==> config.mk <==
export PLATFORM = sky130hd
export DESIGN_NAME = mem_port_arbiter_flat
export DESIGN_NICKNAME = d
export VERILOG_FILES = /design/src/rtl/mem_port_arbiter_if.sv /design/src/rtl/mem_port_arbiter.sv /design/src/flat_wrapper.sv
export SDC_FILE = /design/constraint.sdc
export NUM_CORES = 1
export LEC_CHECK = 0
export CAP_MARGIN = 20
export CORE_MARGIN = 8
export CORE_UTILIZATION = 34
export DETAILED_ROUTE_END_ITERATION = 12
export GPL_TIMING_DRIVEN = 1
export PLACE_DENSITY = 0.87
export SYNTH_ARGS = -nofsm -noshare
export SYNTH_HDL_FRONTEND = slang
export SYNTH_SLANG_ARGS = --single-unit
==> constraint.sdc <==
create_clock -name CLK -period 4.5 [get_ports CLK]
set_clock_uncertainty 0.05 [all_clocks]
set_input_delay 1.125 -clock CLK [delete_from_list [all_inputs] [get_ports CLK]]
set_output_delay 1.125 -clock CLK [all_outputs]
set_load 0.005 [all_outputs]
==> src/rtl/mem_port_arbiter_if.sv <==
// Signal bundle between the two cache requesters, the memory port and the arbiter.
// The arbiter connects through 'slave'; the requester/memory environment uses 'master'.
interface mem_port_arbiter_if #(
    parameter int AW = 32,
    parameter int DW = 32
);
    logic          I_REQ;
    logic [AW-1:0] I_ADDR;
    logic          I_GNT;
    logic          I_RVALID;
    logic          I_DONE;

    logic          D_REQ;
    logic          D_WE;
    logic [AW-1:0] D_ADDR;
    logic [DW-1:0] D_WDATA;
    logic          D_GNT;
    logic          D_RVALID;
    logic          D_WNEXT;
    logic          D_DONE;

    logic [DW-1:0] RDATA;

    logic          M_REQ;
    logic          M_WE;
    logic [AW-1:0] M_ADDR;
    logic [DW-1:0] M_WDATA;
    logic          M_READY;
    logic [DW-1:0] M_RDATA;

    logic          BUSY;

    modport slave (
        input  I_REQ, I_ADDR, D_REQ, D_WE, D_ADDR, D_WDATA, M_READY, M_RDATA,
        output I_GNT, I_RVALID, I_DONE, D_GNT, D_RVALID, D_WNEXT, D_DONE,
               RDATA, M_REQ, M_WE, M_ADDR, M_WDATA, BUSY
    );

    modport master (
        output I_REQ, I_ADDR, D_REQ, D_WE, D_ADDR, D_WDATA, M_READY, M_RDATA,
        input  I_GNT, I_RVALID, I_DONE, D_GNT, D_RVALID, D_WNEXT, D_DONE,
               RDATA, M_REQ, M_WE, M_ADDR, M_WDATA, BUSY
    );
endinterface

==> src/rtl/mem_port_arbiter.sv <==
// Round-robin arbiter sharing one memory port between I-cache refills and
// D-cache refills/writebacks, issuing each grant as a BEATS-word line burst.
module mem_port_arbiter #(
    parameter int BEATS = 4,
    parameter int AW    = 32,
    parameter int DW    = 32
) (
    input  logic                 CLK,
    input  logic                 RST,
    mem_port_arbiter_if.slave    bus
);
    localparam int CW      = (BEATS > 1) ? $clog2(BEATS) : 1;
    localparam int STEP_LG = $clog2(DW / 8);
    localparam int LINE_LG = $clog2(BEATS * (DW / 8));
    localparam logic [AW-1:0] LINE_MASK = {AW{1'b1}} << LINE_LG;

    typedef enum logic [1:0] {
        IDLE  = 2'd0,
        BURST = 2'd1,
        DONE  = 2'd2
    } state_t;

    state_t        r_state;
    state_t        w_nextState;
    logic [CW-1:0] r_beat;
    logic [AW-1:0] r_base;
    logic          r_ownerD;
    logic          r_we;
    logic          r_lastD;
    logic          r_iGnt;
    logic          r_dGnt;

    logic          w_inBurst;
    logic          w_inDone;
    logic          w_beatDone;
    logic          w_lastBeat;
    logic          w_grant;
    logic          w_pickD;

    assign w_inBurst  = (r_state == BURST);
    assign w_inDone   = (r_state == DONE);
    assign w_beatDone = w_inBurst && bus.M_READY;
    assign w_lastBeat = (r_beat == CW'(BEATS - 1));

    always_ff @(posedge CLK or posedge RST) begin
        if (RST) begin
            r_state <= IDLE;
        end else begin
            r_state <= w_nextState;
        end
    end

    // On a tie the requester that did not own the previous burst wins.
    always_comb begin
        w_nextState = r_state;
        w_grant     = 1'b0;
        w_pickD     = 1'b0;
        case (r_state)
            IDLE: begin
                if (bus.I_REQ || bus.D_REQ) begin
                    w_grant     = 1'b1;
                    w_pickD     = (bus.I_REQ && bus.D_REQ) ? !r_lastD : bus.D_REQ;
                    w_nextState = BURST;
                end
            end
            BURST: begin
                if (w_beatDone && w_lastBeat) begin
                    w_nextState = DONE;
                end
            end
            DONE: begin
                w_nextState = IDLE;
            end
            default: begin
                w_nextState = IDLE;
            end
        endcase
    end

    always_ff @(posedge CLK or posedge RST) begin
        if (RST) begin
            r_beat   <= '0;
            r_base   <= '0;
            r_ownerD <= 1'b0;
            r_we     <= 1'b0;
            r_lastD  <= 1'b0;
            r_iGnt   <= 1'b0;
            r_dGnt   <= 1'b0;
        end else begin
            if (w_grant) begin
                r_ownerD <= w_pickD;
                r_we     <= w_pickD && bus.D_WE;
                r_base   <= (w_pickD ? bus.D_ADDR : bus.I_ADDR) & LINE_MASK;
                r_iGnt   <= !w_pickD;
                r_dGnt   <= w_pickD;
                r_beat   <= '0;
            end
            if (w_beatDone) begin
                r_beat <= r_beat + CW'(1);
            end
            if (w_inDone) begin
                r_lastD <= r_ownerD;
                r_iGnt  <= 1'b0;
                r_dGnt  <= 1'b0;
            end
        end
    end

    assign bus.M_REQ    = w_inBurst;
    assign bus.M_WE     = w_inBurst && r_we;
    assign bus.M_ADDR   = w_inBurst ? (r_base + (AW'(r_beat) << STEP_LG)) : '0;
    assign bus.M_WDATA  = (w_inBurst && r_we) ? bus.D_WDATA : '0;
    assign bus.RDATA    = (w_inBurst && !r_we) ? bus.M_RDATA : '0;

    assign bus.I_GNT    = r_iGnt;
    assign bus.D_GNT    = r_dGnt;
    assign bus.I_RVALID = w_beatDone && !r_we && !r_ownerD;
    assign bus.D_RVALID = w_beatDone && !r_we && r_ownerD;
    assign bus.D_WNEXT  = w_beatDone && r_we;
    assign bus.I_DONE   = w_inDone && !r_ownerD;
    assign bus.D_DONE   = w_inDone && r_ownerD;
    assign bus.BUSY     = (r_state != IDLE);
endmodule

==> src/flat_wrapper.sv <==
// flat-port wrapper written by rule: the top's interface ports become plain ports
module mem_port_arbiter_flat 
#(
    parameter int BEATS = 4,
    parameter int AW    = 32,
    parameter int DW    = 32
)
  (CLK, RST, bus_I_REQ, bus_I_ADDR, bus_D_REQ, bus_D_WE, bus_D_ADDR, bus_D_WDATA, bus_M_READY, bus_M_RDATA, bus_I_GNT, bus_I_RVALID, bus_I_DONE, bus_D_GNT, bus_D_RVALID, bus_D_WNEXT, bus_D_DONE, bus_RDATA, bus_M_REQ, bus_M_WE, bus_M_ADDR, bus_M_WDATA, bus_BUSY);
  mem_port_arbiter_if #(.AW(AW), .DW(DW)) bus_i ();
  input  logic CLK;
  input  logic RST;
  input wire logic [$bits(bus_i.I_REQ)-1:0] bus_I_REQ;
  input wire logic [$bits(bus_i.I_ADDR)-1:0] bus_I_ADDR;
  input wire logic [$bits(bus_i.D_REQ)-1:0] bus_D_REQ;
  input wire logic [$bits(bus_i.D_WE)-1:0] bus_D_WE;
  input wire logic [$bits(bus_i.D_ADDR)-1:0] bus_D_ADDR;
  input wire logic [$bits(bus_i.D_WDATA)-1:0] bus_D_WDATA;
  input wire logic [$bits(bus_i.M_READY)-1:0] bus_M_READY;
  input wire logic [$bits(bus_i.M_RDATA)-1:0] bus_M_RDATA;
  output wire logic [$bits(bus_i.I_GNT)-1:0] bus_I_GNT;
  output wire logic [$bits(bus_i.I_RVALID)-1:0] bus_I_RVALID;
  output wire logic [$bits(bus_i.I_DONE)-1:0] bus_I_DONE;
  output wire logic [$bits(bus_i.D_GNT)-1:0] bus_D_GNT;
  output wire logic [$bits(bus_i.D_RVALID)-1:0] bus_D_RVALID;
  output wire logic [$bits(bus_i.D_WNEXT)-1:0] bus_D_WNEXT;
  output wire logic [$bits(bus_i.D_DONE)-1:0] bus_D_DONE;
  output wire logic [$bits(bus_i.RDATA)-1:0] bus_RDATA;
  output wire logic [$bits(bus_i.M_REQ)-1:0] bus_M_REQ;
  output wire logic [$bits(bus_i.M_WE)-1:0] bus_M_WE;
  output wire logic [$bits(bus_i.M_ADDR)-1:0] bus_M_ADDR;
  output wire logic [$bits(bus_i.M_WDATA)-1:0] bus_M_WDATA;
  output wire logic [$bits(bus_i.BUSY)-1:0] bus_BUSY;
  assign bus_i.I_REQ = bus_I_REQ;
  assign bus_i.I_ADDR = bus_I_ADDR;
  assign bus_i.D_REQ = bus_D_REQ;
  assign bus_i.D_WE = bus_D_WE;
  assign bus_i.D_ADDR = bus_D_ADDR;
  assign bus_i.D_WDATA = bus_D_WDATA;
  assign bus_i.M_READY = bus_M_READY;
  assign bus_i.M_RDATA = bus_M_RDATA;
  assign bus_I_GNT = bus_i.I_GNT;
  assign bus_I_RVALID = bus_i.I_RVALID;
  assign bus_I_DONE = bus_i.I_DONE;
  assign bus_D_GNT = bus_i.D_GNT;
  assign bus_D_RVALID = bus_i.D_RVALID;
  assign bus_D_WNEXT = bus_i.D_WNEXT;
  assign bus_D_DONE = bus_i.D_DONE;
  assign bus_RDATA = bus_i.RDATA;
  assign bus_M_REQ = bus_i.M_REQ;
  assign bus_M_WE = bus_i.M_WE;
  assign bus_M_ADDR = bus_i.M_ADDR;
  assign bus_M_WDATA = bus_i.M_WDATA;
  assign bus_BUSY = bus_i.BUSY;
  mem_port_arbiter #(.BEATS(BEATS), .AW(AW), .DW(DW)) u_core (.CLK(CLK), .RST(RST), .bus(bus_i));
endmodule
==> summary.md <==
| Metric | Value |
|---|---|
| Status | `complete, no violations` |
| Total placed cells including tap cells | `616` |
| Worst R2R Path Depth | `5` |
| RSZ-0062 raised after global routing | `false` |
| Tmin final | `3610 ps` |
| Grt ovf | `0` |
| Post-DP HPWL | `9200 um` |
| Die width | `104 um` |
| Setup TNS | `0 ps` |
| YS warnings | `0` |
| Cell area after synthesis | `2600 um2` |
| Placer's final routability congestion estimate | `0.866` |
| Min-delay worst type | `reg -> reg` |
| Reg2reg end | `u_core.r_base[8]` |
| Flop and latch count out of synthesis | `37` |
| Drt pass-1 iters | `4` |
| CP max stage delay | `590 ps` |
| Endpoint of the worst hold path | `u_core.r_base[18]` |
| Sink Count | `37` |
| Required @ worst endpoint | `3320 ps` |
| CTS tree | `built` |
| Setup violations, final | `0` |
| PortBufs | `229` |
| Max transition margin | `0.432` |
| GRT Overall Usage | `0.201` |
| # IOs | `240` |
| Crit-path cells | `clkdlybuf4s50_1 > and3_1 > clkdlybuf4s50_1` |
| Pins Over Slew Limit | `0` |
| Distinct cells, synth | `30` |
| Max-cap viol count | `0` |
| Post-CTS Setup Repair Bufs | `0` |
| Fmax | `277 MHz` |
| Resize count post-CTS | `0` |
| Antenna cells | `0` |
| Cell Area, Placed | `4820 um2` |
| First-pass GRT wire length | `17400 um` |
| Post-DRT Antenna Nets | `0` |
| Fin util | `0.652` |
| Slowest CP cell | `clkdlybuf4s50_1` |
| Setup WS pre-CTS | `887 ps` |
| Hold depth | `2` |
| Largest net degree at the start of global routing | `39` |
| Syn-to-layout area delta | `89.5%` |
| Arr. time, crit path | `2430 ps` |
| Nets | `657` |
| WL per Instance | `18.1 um` |
| DRT iter0 DRCs | `188` |
| Worst VDD drop | `0.000229 V` |
| Vias | `2921` |
| Most used cell, CP | `clkdlybuf4s50_1` |
| Worst Setup End Kind | `output port` |
| Gate count after technology mapping | `308` |
| CP Max Fanout | `6` |
| Die height | `104 um` |
| Initial antenna violation count | `0` |
| Initial Utilization | `0.344` |
| Crit start category | `input port` |
| Slew @ Worst Pin | `852 ps` |
| R2r startpoint | `u_core.r_state[0]` |
| CP Class | `in -> out` |
| Lkg Pwr | `0.00210 uW` |
| Clk buf depth | `2` |
| Root buf cell | `clkbuf_8` |
| HP Start | `u_core.r_base[18]` |
| Post-Layout Inst Area | `4930 um2` |
| Final hold viol count | `0` |
| Sequential cell area fraction in the yosys report | `0.356` |
| Fin crit share | `0.802` |
| Vias per inst | `4.68` |
| H-tree Lvls | `2` |
| Non-Filler Instances | `624` |
| Site Rows | `32` |
| Routed WL | `11300 um` |
| Avg Synthesized Cell Area | `8.45 um2` |
| Vias in the first global route | `2921` |
| Post-route DRC violation count | `0` |
| Setup ws final | `893 ps` |
| Clk Latency, worst-skew pair | `270 ps` |
| Reg clk slew, reported paths | `70 ps` |
| Die area | `10700 um2` |
| Reg2reg setup slack | `2710 ps` |
| CTS buffer count | `5` |
| Core Box Area | `7570 um2` |
| Fraction of layout instances using a drive strength above 1 | `0.102` |
| Hold Buf Count CTS | `0` |
| Pwr/cell area | `495 nW/um2` |
==> cells in the final DEF, fill, tap and decap left out, types with 3 or more instances in the layout <==
cell,Yosys,layout
dfrtp_1,37,37
nand3_1,3,3
and3_1,35,35
nand2_1,34,34
o21ai_2,13,13
o21ai_1,15,15
clkdlybuf4s50_1,0,229
nor2_1,30,30
a21oi_1,8,8
buf_4,4,3
a21oi_2,20,20
inv_1,3,3
clkbuf_8,0,6
and2_1,63,63
==> sequential cells by signal (all words and copies together) (netlist names) <==
signal / count
u_core.r_state: 2
u_core.bus.D_GNT: 1
u_core.r_beat: 2
u_core.r_lastD: 1
u_core.r_ownerD: 1
u_core.bus.I_GNT: 1
u_core.r_we: 1
u_core.r_base: 28
==> where the power goes <==
part	internal [uW]	leakage (uW)	total [uW]	switching, uW
logic	944	0.00159	1620	679
registers	483	0.000462	582	98.7
clock network	122	0.0000443	237	115
total	1550	0.00210	2440	892
==> synth_stat cells <==
| master | n | area, um2 |
|---|---|---|
| nand2_2 | 1 | 6.26 |
| a22o_1 | 1 | 8.76 |
| and2_1 | 63 | 394 |
| buf_4 | 4 | 30.0 |
| a31o_1 | 1 | 8.76 |
| nand3_1 | 3 | 15.0 |
| o21ai_1 | 15 | 75.1 |
| nor2_1 | 30 | 113 |
| o21ai_2 | 13 | 114 |
| conb_1 | 1 | 3.75 |
| buf_12 | 3 | 60.1 |
| ha_1 | 1 | 12.5 |
| buf_6 | 10 | 113 |
| dfrtp_1 | 37 | 926 |
| nand2b_1 | 2 | 12.5 |
| and3_1 | 35 | 219 |
| o21ai_0 | 2 | 10.0 |
| a21o_1 | 2 | 15.0 |
| a21oi_2 | 20 | 175 |
| nor2_2 | 2 | 12.5 |
| a31o_2 | 1 | 8.76 |
| and2b_4 | 2 | 20.0 |
| clkbuf_1 | 10 | 37.5 |
| and3_4 | 1 | 11.3 |
| buf_2 | 1 | 5.00 |
| a21oi_1 | 8 | 40.0 |
| inv_1 | 3 | 11.3 |
| o21a_1 | 1 | 7.51 |
| nand2_1 | 34 | 128 |
| nor2_4 | 1 | 11.3 |
==> worst max path at each step <==
stage                           start            to  slack (ps)  cells after the start
after floorplan           bus_M_READY   bus_D_WNEXT        2050                      1
after global placement    bus_M_READY   bus_D_WNEXT         910                      3
after detailed placement  bus_M_READY  bus_I_RVALID         890                      4
after CTS                 bus_M_READY  bus_I_RVALID         880                      4
after global routing      bus_M_READY  bus_I_RVALID         820                      4
final                     bus_M_READY   bus_D_WNEXT         890                      3
==> critical path, delay by kind of cell <==
| kind | cells | cell delay (ps) |
|---|---|---|
| and+or+nand+nor | 1 | 190 |
| buffers and inverters | 2 | 1120 |
==> stage by stage <==
step | total power (uW) | hold slack, ps
final | 2440 | 420
after detailed placement | 2230 | 407
after global routing | 2620 | 440
after global placement | 2180 | 401
after CTS | 2470 | 424
after floorplan | 1390 | 392
==> cell type report <==
class,count,area (um2)
clock buffer,7,86.3
fill,620,2630
inverter,3,11.3
tap,102,128
multi-input combinational,241,1430
sequential,37,926
timing repair buffer,234,2360
==> logic make-up (layout without fill, tap and decap cells) <==
| family | after synthesis | after routing | synth area share |
|---|---|---|---|
| flops | 37 | 37 | 0.356 |
| other cells | 1 | 2 | 0.00144 |
| fa+ha+maj | 1 | 1 | 0.00480 |
| compound gates | 64 | 64 | 0.178 |
| buf+inv | 31 | 244 | 0.0985 |
| simple gates | 174 | 174 | 0.362 |
==> per-layer routing <==
layer	part of all wire	GRT usage	routed length, um
met4	0.012	0.0336	138
met2	0.52	0.374	5910
met3	0.075	0.0632	846
met1	0.39	0.220	4410
met5	0	0	0
Note: power is estimated with default switching activity, not from simulation.
